$ cat src/rtl/alu_bist_pkg.sv
// Shared types, constants and LFSR/MISR step functions for the ALU BIST controller.
package alu_bist_pkg;

  typedef enum logic [1:0] {
    StIdle  = 2'd0,
    StRun   = 2'd1,
    StDrain = 2'd2,
    StCheck = 2'd3
  } state_e;

  localparam logic [31:0] LfsrMask    = 32'h0040_0007;
  localparam logic [15:0] MisrMask    = 16'h1021;
  localparam logic [15:0] MisrInit    = 16'hFFFF;
  localparam logic [31:0] DefaultSeed = 32'hACE1_0001;

  function automatic logic [31:0] lfsr_next(input logic [31:0] l);
    return {l[30:0], 1'b0} ^ (l[31] ? LfsrMask : 32'h0);
  endfunction

  function automatic logic [15:0] misr_next(input logic [15:0] m, input logic [15:0] d);
    return {m[14:0], 1'b0} ^ (m[15] ? MisrMask : 16'h0) ^ d;
  endfunction

endpackage

$ cat src/rtl/alu_bist_if.sv
// Bus between the BIST controller and the ALU under test.
interface alu_bist_if;
  logic [15:0] alu_a;
  logic [15:0] alu_b;
  logic        alu_s0;
  logic        alu_s1;
  logic [15:0] alu_out;

  modport master (output alu_a, output alu_b, output alu_s0, output alu_s1, input alu_out);
  modport slave  (input alu_a, input alu_b, input alu_s0, input alu_s1, output alu_out);
endinterface

$ cat src/rtl/alu_bist_misr.sv
// 16-bit multiple-input signature register; clear has priority over capture.
module alu_bist_misr
  import alu_bist_pkg::*;
(
  input  logic        clk,
  input  logic        rst,
  input  logic        clr_i,
  input  logic        en_i,
  input  logic [15:0] data_i,
  output logic [15:0] sig_o
);

  logic [15:0] sig_q, sig_d;

  always_comb begin
    sig_d = sig_q;
    if (clr_i) begin
      sig_d = MisrInit;
    end else if (en_i) begin
      sig_d = misr_next(sig_q, data_i);
    end
  end

  always_ff @(posedge clk or posedge rst) begin
    if (rst) begin
      sig_q <= MisrInit;
    end else begin
      sig_q <= sig_d;
    end
  end

  assign sig_o = sig_q;

endmodule

$ cat src/rtl/alu_bist_ctrl.sv
// ALU BIST controller: LFSR operand generator, op sequencer and MISR compaction of results.
module alu_bist_ctrl
  import alu_bist_pkg::*;
#(
  parameter int unsigned N_PATTERNS = 64,
  parameter logic [31:0] SEED       = DefaultSeed,
  parameter logic [15:0] GOLDEN_SIG = 16'h0000
) (
  input  logic              clk,
  input  logic              rst,
  input  logic              start_i,
  input  logic              abort_i,
  alu_bist_if.master        alu_io,
  output logic              busy_o,
  output logic              done_o,
  output logic              pass_o,
  output logic [15:0]       sig_o
);

  localparam int unsigned      CntW    = 12;
  localparam logic [CntW-1:0] LastVec = CntW'(4 * N_PATTERNS - 1);

  state_e          state_q, state_d;
  logic [31:0]     lfsr_q, lfsr_d;
  logic [CntW-1:0] cnt_q, cnt_d;
  logic [15:0]     a_q, a_d, b_q, b_d;
  logic [1:0]      sel_q, sel_d;
  logic            busy_q, busy_d, done_q, done_d, pass_q, pass_d;
  logic            misr_clr, misr_en;
  logic [15:0]     sig;

  always_comb begin
    state_d  = state_q;
    lfsr_d   = lfsr_q;
    cnt_d    = cnt_q;
    a_d      = a_q;
    b_d      = b_q;
    sel_d    = sel_q;
    busy_d   = busy_q;
    pass_d   = pass_q;
    done_d   = 1'b0;
    misr_clr = 1'b0;
    misr_en  = 1'b0;

    unique case (state_q)
      StIdle: begin
        if (start_i) begin
          lfsr_d   = SEED;
          cnt_d    = '0;
          busy_d   = 1'b1;
          pass_d   = 1'b0;
          misr_clr = 1'b1;
          state_d  = StRun;
        end
      end
      StRun: begin
        a_d   = lfsr_q[31:16];
        b_d   = lfsr_q[15:0];
        sel_d = cnt_q[1:0];
        cnt_d = cnt_q + 1'b1;
        // The result of the previously applied vector is on alu_out now.
        misr_en = (cnt_q != '0);
        if (cnt_q[1:0] == 2'd3) begin
          lfsr_d = lfsr_next(lfsr_q);
        end
        if (cnt_q == LastVec) begin
          state_d = StDrain;
        end
      end
      StDrain: begin
        misr_en = 1'b1;
        state_d = StCheck;
      end
      StCheck: begin
        pass_d  = (sig == GOLDEN_SIG);
        done_d  = 1'b1;
        busy_d  = 1'b0;
        state_d = StIdle;
      end
      default: state_d = StIdle;
    endcase

    if (abort_i && (state_q != StIdle)) begin
      state_d = StIdle;
      busy_d  = 1'b0;
      pass_d  = 1'b0;
      done_d  = 1'b0;
      misr_en = 1'b0;
    end
  end

  always_ff @(posedge clk or posedge rst) begin
    if (rst) begin
      state_q <= StIdle;
      lfsr_q  <= SEED;
      cnt_q   <= '0;
      a_q     <= '0;
      b_q     <= '0;
      sel_q   <= '0;
      busy_q  <= 1'b0;
      done_q  <= 1'b0;
      pass_q  <= 1'b0;
    end else begin
      state_q <= state_d;
      lfsr_q  <= lfsr_d;
      cnt_q   <= cnt_d;
      a_q     <= a_d;
      b_q     <= b_d;
      sel_q   <= sel_d;
      busy_q  <= busy_d;
      done_q  <= done_d;
      pass_q  <= pass_d;
    end
  end

  alu_bist_misr u_misr (
    .clk    (clk),
    .rst    (rst),
    .clr_i  (misr_clr),
    .en_i   (misr_en),
    .data_i (alu_io.alu_out),
    .sig_o  (sig)
  );

  assign alu_io.alu_a  = a_q;
  assign alu_io.alu_b  = b_q;
  assign alu_io.alu_s0 = sel_q[0];
  assign alu_io.alu_s1 = sel_q[1];
  assign busy_o        = busy_q;
  assign done_o        = done_q;
  assign pass_o        = pass_q;
  assign sig_o         = sig;

endmodule

$ cat src/flat_wrapper.sv
// flat-port wrapper written by rule: the top's interface ports become plain ports
module alu_bist_ctrl_flat import alu_bist_pkg::*;
#(
  parameter int unsigned N_PATTERNS = 64,
  parameter logic [31:0] SEED       = DefaultSeed,
  parameter logic [15:0] GOLDEN_SIG = 16'h0000
)
  (clk, rst, start_i, abort_i, busy_o, done_o, pass_o, sig_o, alu_io_alu_a, alu_io_alu_b, alu_io_alu_s0, alu_io_alu_s1, alu_io_alu_out);
  alu_bist_if alu_io_i ();
  input  logic clk;
  input  logic rst;
  input  logic start_i;
  input  logic abort_i;
  output logic busy_o;
  output logic done_o;
  output logic pass_o;
  output logic [15:0] sig_o;
  output wire logic [$bits(alu_io_i.alu_a)-1:0] alu_io_alu_a;
  output wire logic [$bits(alu_io_i.alu_b)-1:0] alu_io_alu_b;
  output wire logic [$bits(alu_io_i.alu_s0)-1:0] alu_io_alu_s0;
  output wire logic [$bits(alu_io_i.alu_s1)-1:0] alu_io_alu_s1;
  input wire logic [$bits(alu_io_i.alu_out)-1:0] alu_io_alu_out;
  assign alu_io_alu_a = alu_io_i.alu_a;
  assign alu_io_alu_b = alu_io_i.alu_b;
  assign alu_io_alu_s0 = alu_io_i.alu_s0;
  assign alu_io_alu_s1 = alu_io_i.alu_s1;
  assign alu_io_i.alu_out = alu_io_alu_out;
  alu_bist_ctrl #(.N_PATTERNS(N_PATTERNS), .SEED(SEED), .GOLDEN_SIG(GOLDEN_SIG)) u_core (.clk(clk), .rst(rst), .start_i(start_i), .abort_i(abort_i), .alu_io(alu_io_i), .busy_o(busy_o), .done_o(done_o), .pass_o(pass_o), .sig_o(sig_o));
endmodule
$ cat config.mk
export PLATFORM = sky130hd
export DESIGN_NAME = alu_bist_ctrl_flat
export DESIGN_NICKNAME = d
export VERILOG_FILES = /design/src/rtl/alu_bist_pkg.sv /design/src/rtl/alu_bist_if.sv /design/src/rtl/alu_bist_misr.sv /design/src/rtl/alu_bist_ctrl.sv /design/src/flat_wrapper.sv
export SDC_FILE = /design/constraint.sdc
export NUM_CORES = 1
export LEC_CHECK = 0
export CORE_ASPECT_RATIO = 1.25
export CORE_MARGIN = 5
export CORE_UTILIZATION = 31
export DETAILED_ROUTE_END_ITERATION = 16
export GPL_TIMING_DRIVEN = 0
export PLACE_DENSITY = 0.63
export SLEW_MARGIN = 20
export SYNTH_ARGS = -nofsm -noshare
export SYNTH_HDL_FRONTEND = slang
export SYNTH_SLANG_ARGS = --single-unit
$ cat constraint.sdc
create_clock -name clk -period 3.5 [get_ports clk]
set_clock_uncertainty 0.05 [all_clocks]
set_input_delay 1.05 -clock clk [delete_from_list [all_inputs] [get_ports clk]]
set_output_delay 1.05 -clock clk [all_outputs]
set_load 0.1 [all_outputs]
Word level (Yosys, flattened, before mapping)
Index checks and enable logic that the tools add are counted.
- $add $sub $neg: 1
- eq/ne operators: 9
- muxes and demuxes: 25
- bitwise operators: 3
- reduce and logical (&&, ||, !) cells: 12
- operators by type and width (kind ; number):
    $mux W32 ; 2
    $pmux W32 S2 ; 1
    $mux W16 ; 2
    $xor A16 B16 Y16 ; 2
    $xor A32 B32 Y32 ; 1
    $pmux W12 S2 ; 1
    $mux W23 ; 1
    $logic_not A16 Y1 ; 1
    $mux W13 ; 1
    $add A12 B1 Y12 const B ; 1
    $eq A12 B8 Y1 const B ; 1
    $mux W12 ; 1
    $reduce_bool A12 Y1 ; 1
    $mux W1 ; 9
    $pmux W2 S4 ; 1
    $eq A2 B2 Y1 const B ; 3
    $mux W2 ; 3
    $pmux W1 S2 ; 3
    $reduce_and A2 Y1 ; 3
    $reduce_bool A2 Y1 ; 3
    $ne A3 B1 Y1 const B ; 1
    $ne A3 B2 Y1 const B ; 1
    $reduce_and A3 Y1 ; 1
    $reduce_bool A3 Y1 ; 1
    other kinds (5) ; 5
- flip-flop bits (word level): 99
- input port bits: 20
- output and inout bits: 53
- logic and storage cells: 60

Depth between registers and ports, before layout
Gate-level depths: netlist of the first run.
- depth after elaboration: 5
- mapped depth: 9
- gate-level depth less buffers: 6

Modules after synthesis
From an unflattened synthesis of the first run, not the netlist that was laid out.
- cell total of the unflattened synthesis: 410
- area total of the unflattened synthesis: 4357.9 µm²
- modules (own cells, without submodules) (module ; instances ; cells each ; area an instance (µm²) ; sequential area each (µm²)):
    alu_bist_ctrl ; 1 ; 340 ; 3500.9 ; 2088.3
    alu_bist_misr ; 1 ; 70 ; 857.1 ; 420.4

Worst setup path before layout of the first run
No wires, ideal clock.
- kind: input port to flip-flop
- start: in start_i
- end: reg u_core.cnt_q[11]
- library setup time: 0.078 ns
- arrival time: 2.257 ns
- data required time: 3.372 ns
- path slack: 1.116 ns
- cell stages on the path: 5
- path buffers: 1
- cell sequence: buf_2 > mux2i_1 > or4_1 > or3_1 > a21oi_1
- word-level cells in the longest chain between the ends: 2
- RTL lines (item ; RTL line ; RTL):
    start: declaration ; flat_wrapper.sv:12 ; input logic start_i;
    $ne A2 B2 Y1 (no source line) ; -- ;
    $reduce_and A2 Y1 (no source line) ; -- ;
    end signal: assignment ; alu_bist_ctrl.sv:106 ; cnt_q <= cnt_d;
    end: declaration ; alu_bist_ctrl.sv:25 ; logic [CntW-1:0] cnt_q, cnt_d;
Every way passes these cells.
A chain may end at the register's enable or synchronous reset.

Worst setup path in the final report of the first run
- start: reg u_core.u_misr.sig_q[3], in the netlist u_core.u_misr.sig_o[3]
- end: out sig_o[3]
- RTL lines (item ; RTL line ; RTL):
    start: declaration ; alu_bist_misr.sv:13 ; logic [15:0] sig_q, sig_d;
    start signal: assignment ; alu_bist_misr.sv:26 ; sig_q <= MisrInit;
    start signal: assignment ; alu_bist_misr.sv:28 ; sig_q <= sig_d;
    end: declaration ; flat_wrapper.sv:17 ; output logic [15:0] sig_o;
No word-level cell between the ends.

==> impl_metrics.toml, run 1 <==
[grt]
grt_antenna_before_repair = 0
grt_pass1_wl_mm = 16.4
grt_pass1_vias = 3285
grt_use_total_pct = 12.2
grt-ovfl-total = 0
grt_max_degree = 29

[timing]
rsz0062_at_grt = "false"
finalSetupTns_ns = 0
maxSlewViolCount = 0
clock.fmax_ghz = 0.318
relSlewSlack_pct = 33.2
fin_crit_ns = 3.15
setup_viol = 0
final_hold_viol_count = 0
fin_crit_sh_pct = 89.9
tightest_slew_ns = 0.998

[floorplan]
die_height_um = 143
ioPinCount = 73
num_rows = 48
floorplan.initialDensity_pct = 31.7
die-area_sq_um = 16700
core_sq_um = 13900
die_x_um = 116

[outcome]
outcome = "complete, no violations"

[cells_and_area]
final_area_sq_um = 5720
nets = 487
areaGrowthSynthToFinish_pct = 30.3
final_util_pct = 41.3
drive_gt1_share_pct = 18.5
fillers = 1330
diodes = 0

[setup_path]
path_cells = "clkdlybuf4s50_1"
required_ns = 2.40
cpPeakStageDelay_ns = 1.15
cpMaxStageDelayCell = "clkdlybuf4s50_1"
crit_family = "buffers and inverters"
end_kind = "primary output"
start_kind = "register"
crit_fanout = 4
path_class = "reg2out"
worstSetupStartpoint = "u_core.u_misr.sig_o[3]"
arrival_ns = 2.05
crit_buf_inv = 1
reg2reg_from = "u_core.state_q[1]"

[pwr]
combPwrFrac_pct = 49.7
power.share.sequential_pct = 30.4
vdd_drop_max_mv = 0.866
p_sw_mw = 2.62
p_clk_share_pct = 19.9
power_per_cell_area_nw_per_um2 = 952
netSwitchingFraction_pct = 48.1
intPower_mw = 2.83
p_leak_nw = 2.35

[clocking]
cts_buffer_depth = 2
clkSlewWorstSetupHoldPaths_ns = 0.07
cts_inserted_buffers = 9
clock-sinks = 99
cts_hold_buf = 0
ctsResizeCount = 0
cts_tree = "yes"
htree_levels = 3
cts_root_buf = "clkbuf_16"
clock_latency_ns = 0.33
postCtsSetupBuffers = 0

[flow_run]
maxCapViolations = 0

[routing]
drc = 0
route.met2.wl_mm = 4.96
m1WireLength_mm = 4.30
first_pass_iters = 4
wl_per_cell_um = 15.5
highest_layer = "met4"
via_per_inst = 5.01
postRouteAntennaNets = 0
drtIter0Drc = 144
routed_wl_mm = 9.92
wl_met3_um = 539
via_count = 3205

[logic_synthesis]
ys_seq_elements = 99
yosysTopAreaCell = "dfrtp_1"
synth_nets = 402
synth_top_area_share_pct = 42.2
synthFlopType = "dfrtp_1"
async_flop_share_pct = 100
seq_area_frac_synth_pct = 57.1
syn_area_per_cell_sq_um = 11.7
synth_edf_count = 0
ys_warn_count = 0
synth_cell_type_count = 41
netlist_instances = 375
netlist_top_cells_area = "dfrtp_1 42%, dfstp_2 15%, mux2_2 8.7%, a22o_1 4.2%, xor2_1 3.6%"
synth_area_sq_um = 4390

[hold_path]
worstHoldStart = "u_core.alu_io.alu_b[1]"
hp-class = "reg2reg"

[placed_design]
io_buffers = 71
placed_area_sq_um = 5390
dp_hpwl_mm = 7.27
gp_congestion = 0.775
==> through the flow <==
step | worst slack, ns | total power [mW] | hold WS [ns] | instances
after floorplan | 1.12 | 3.73 | 0.406 | 375
after global placement | 0.199 | 4.36 | 0.444 | 621
after detailed placement | 0.485 | 4.40 | 0.445 | 624
after CTS | 0.332 | 5.50 | 0.465 | 640
after global routing | 0.301 | 5.73 | 0.476 | 640
final | 0.354 | 5.45 | 0.460 | 640
==> kinds of logic after synthesis <==
| kind of cell | share of synthesized area, % |
|---|---|
| DFF | 57.1 |
| and+or+nand+nor | 10.3 |
| AOI/OAI and AO/OA | 13.1 |
| muxes | 9.17 |
| buffers and inverters | 3.13 |
| xor gates and xnor gates | 5.18 |
| adders and majority gates | 1.99 |
==> worst paths after layout <==
check / cells past startpoint / slack [ns] / endpoint
setup / recovery: 1 / 0.35 / sig_o[3]
hold / removal: 1 / 0.46 / u_core.alu_io.alu_b[1]
setup reg to reg: 9 / 1.15 / u_core.u_misr.sig_o[1]
hold reg to reg: 1 / 0.46 / u_core.alu_io.alu_b[1]
max in group asynchronous: 5 / 1.33 / u_core.lfsr_q[26]
min in group asynchronous: 2 / 1.07 / u_core.pass_o
==> worst reg2reg max path, cell delays in order (launching register included) <==
cell	delay [ns]
dfrtp_1	0.43
inv_1	0.10
ha_1	0.18
buf_4	0.16
nand2b_1	0.24
nand2b_1	0.11
clkbuf_1	0.29
clkbuf_1	0.39
nor3_1	0.12
o21ai_0	0.19
==> cell type report <==
class | instances | area, sq um | area share [%]
Inverter | 9 | 37.5 | 0.656
Clock inverter | 5 | 83.8 | 1.46
Sequential cell | 99 | 2510 | 43.8
Buffer | 25 | 104 | 1.81
Tap cell | 175 | 219 | 3.83
Clock buffer | 11 | 253 | 4.42
Timing Repair Buffer | 74 | 771 | 13.5
Multi-Input combinational cell | 242 | 1750 | 30.5
==> cell usage in the layout (no fill, tap or decap), types with 4 or more instances in the layout <==
cell             netlist  final
dfrtp_1               74     74
nand2_1               16     16
nor2_1                13     13
clkbuf_16              0      9
buf_2                  5      5
clkbuf_1              16     16
ha_1                   7      7
xnor2_1                8      8
nand3_1                9      9
o211ai_1               4      4
inv_1                  9      8
dfstp_2               25     25
o21ai_0               22     22
clkdlybuf4s50_1        0     71
o22a_1                 7      7
nor4_1                 8      8
nor3_1                18     18
nand2b_1               4      4
a22o_1                21     21
mux2_2                34     34
a21oi_1               20     20
xor2_1                18     18
nand4_1                4      4
==> state kept, by name (all words and copies together) (netlist names) <==
signal	cells
u_core.alu_io.alu_b	16
u_core.lfsr_q	32
u_core.cnt_q	12
u_core.u_misr.sig_o	16
u_core.state_q	2
u_core.alu_io.alu_a	16
u_core.sel_q	2
u_core.pass_o	1
u_core.busy_o	1
u_core.done_o	1
==> cells in the mapped netlist, types with 4 or more instances <==
library cell and n:
a21oi_1 20, a22o_1 21, buf_2 5, clkbuf_1 16, dfrtp_1 74, dfstp_2 25, ha_1 7, inv_1 9
mux2_2 34, nand2_1 16, nand2b_1 4, nand3_1 9, nand4_1 4, nor2_1 13, nor3_1 18, nor4_1 8
o211ai_1 4, o21ai_0 22, o22a_1 7, xnor2_1 8, xor2_1 18
==> metal layers <==
layer  vias up  track usage (%)
met3         7             2.71
met5         -                0
met2        86             20.8
met4         0             3.05
li1       1528                -
met1      1584             15.8
==> power groups by stage <==
| stage | combinational (mW) | sequential (mW) | clock [mW] |
|---|---|---|---|
| finish | 2.71 | 1.66 | 1.09 |
| global route | 2.86 | 1.70 | 1.17 |
| CTS | 2.73 | 1.66 | 1.11 |
| detailed placement | 2.72 | 1.68 | 0 |
| global placement | 2.68 | 1.67 | 0 |
| floorplan | 0.897 | 2.83 | 0 |
No activity file was read; power rests on OpenSTA's default activity.
==> run 2, diff against run 1 <==
- SKIP_LAST_GASP: unset -> 1
==> results of run 2 <==
Final layout, timing and power as in run 1 (identical DEF).
==> run 3, diff against run 2 <==
- ABC_AREA: unset -> 1
==> impl_metrics.toml, run 3 <==
[outcome]
outcome = "complete, no violations"

[clocking]
cts_buffer_depth = 2
cts_tree = "yes"
cts_hold_buf = 0
ctsResizeCount = 0
cts_root_buf = "clkbuf_16"
clock_latency_ns = 0.35
clock-sinks = 99
cts_inserted_buffers = 9
htree_levels = 3
postCtsSetupBuffers = 0
clkSlewWorstSetupHoldPaths_ns = 0.06

[logic_synthesis]
synth_area_sq_um = 4450
syn_area_per_cell_sq_um = 8.67
synth.top_cells.by_count = "156 x nand2_1, 74 x dfrtp_1, 56 x nor2_1"
synth_cell_type_count = 30
synth_most_common_cell = "nand2_1"
synthFlopType = "dfrtp_1"
yosysTopAreaCell = "dfrtp_1"
synth_edf_count = 0
netlist_top_cells_area = "dfrtp_1 42%, dfstp_2 15%, nand2_1 13%, nand3_1 5.6%, nor2_1 4.7%"
synth-compound-area-share_pct = 6.21
seq_area_frac_synth_pct = 56.4
ys_warn_count = 0
synth_xor_area_share_pct = 3.35
synth_top_family_by_area = "simple AND/OR/NAND/NOR gates"
ys_seq_elements = 99
synth.area.mux_share_pct = 0
async_flop_share_pct = 100
yosys.area_share.simple_pct = 27.4
netlist_instances = 513
synth_top_area_share_pct = 41.6
synth_nets = 540
yosys.area_share.adder_pct = 1.97

[setup_path]
required_ns = 2.40
path_class = "reg2out"
cpMaxStageDelayCell = "clkdlybuf4s50_1"
path_cells = "clkdlybuf4s50_1"
cpPeakStageDelay_ns = 1.15
worstSetupStartpoint = "u_core.u_misr.sig_o[14]"
reg2reg_setup_slack_ns = 1.32
reg2reg_from = "u_core.state_q[1]"
crit_family = "buffers and inverters"
end_kind = "primary output"
start_kind = "register"
crit_fanout = 4
arrival_ns = 2.06
crit_buf_inv = 1

[routing]
first_pass_iters = 4
via_per_inst = 4.69
wl_per_cell_um = 14.1
routed_wl_mm = 11.0
via_count = 3665
postRouteAntennaNets = 0
drtIter0Drc = 276
drc = 0

[timing]
whs_ns = 0.425
fin_crit_ns = 3.16
rsz0062_at_grt = "false"
tightest_slew_ns = 1.04
setup_slack_ns = 0.337
finalSetupTns_ns = 0
maxSlewViolCount = 0
relSlewSlack_pct = 30.2
final_hold_viol_count = 0
setup_viol = 0
clock.fmax_ghz = 0.316
fin_crit_sh_pct = 90.4

[grt]
grt_pass1_vias = 3783
grt_use_total_pct = 13.5
grt_antenna_before_repair = 0
grt_pass1_wl_mm = 18.3
grt-ovfl-total = 0
grt_max_degree = 36

[cells_and_area]
areaGrowthSynthToFinish_pct = 29.0
regMostFlops = "u_core.lfsr_q"
diodes = 0
layout_commonest_cell = "nand2_1"
final_area_sq_um = 5740
largest_register_ffs = 32
final_cell_mix = "156 x nand2_1, 74 x dfrtp_1, 72 x clkdlybuf4s50_1, 56 x nor2_1, 50 x nand3_1"
drive_gt1_share_pct = 11.6
nets = 625

[floorplan]
die-area_sq_um = 16900
num_rows = 49
die_x_um = 117
core_sq_um = 14200
die_height_um = 144
ioPinCount = 73
floorplan.initialDensity_pct = 31.3

[flow_run]
maxCapViolations = 0

[placed_design]
pre_cts_ws_ns = 0.697
dp_hpwl_mm = 8.22
gp_congestion = 0.870
io_buffers = 72
placed_area_sq_um = 5440

[hold_path]
worstHoldStart = "u_core.alu_io.alu_b[13]"
hp-class = "reg2reg"
-- run 3: changes by cell type after synthesis, sizes merged, moves of 7 or more --
cell / previous run / this run
nor2: 13 / 58
o21ai: 23 / 38
xor2: 18 / 3
mux2: 34 / 0
inv: 9 / 24
o22a: 7 / 0
nand2: 16 / 162
nor3: 18 / 4
nand3: 10 / 50
a22o: 21 / 0
-- run 3: final timing paths --
kind | to | cells after the start
worst max-delay path | sig_o[14] | 1
worst min-delay path | u_core.alu_io.alu_b[13] | 2
worst max register to register | u_core.lfsr_q[8] | 6
worst min register to register | u_core.alu_io.alu_b[13] | 2
max in group asynchronous | u_core.lfsr_q[21] | 3
min in group asynchronous | u_core.alu_io.alu_a[2] | 2
-- run 3: logic make-up (layout without fill, tap and decap cells) --
logic type | count (synthesis) | in the layout
AND/OR/NAND/NOR | 288 | 288
AO/OA/AOI/OAI | 54 | 54
flip-flops | 99 | 99
adder cells (fa/ha/maj) | 7 | 7
buffers and inverters | 48 | 138
XOR/XNOR | 17 | 17
-- run 3: per-layer routing --
layer	routed length (um)	global-route usage, %	vias up
li1	-	-	1814
met1	4870	17.0	1755
met2	5510	23.2	86
met3	477	2.74	10
met4	176	4.23	0
met5	0	0	-
-- run 3: final cells by class --
cell class | count | area [sq um]
multi-input combinational | 366 | 1730
fill | 1438 | 8480
clock inverter | 5 | 62.6
inverter | 24 | 93.8
clock buffer | 11 | 243
sequential | 99 | 2510
timing repair buffer | 74 | 761
buffer | 24 | 118
tap | 178 | 223
-- run 3: through the flow --
step                util, %  cells
floorplan                 -    513
global placement       37.9    763
detailed placement     38.2    765
CTS                    40.4    781
global route           40.4    781
finish                 40.4    781
Power of run 3 is not shown: default switching activity piles up to over one toggle a cycle in this logic, so the estimate is an artifact.
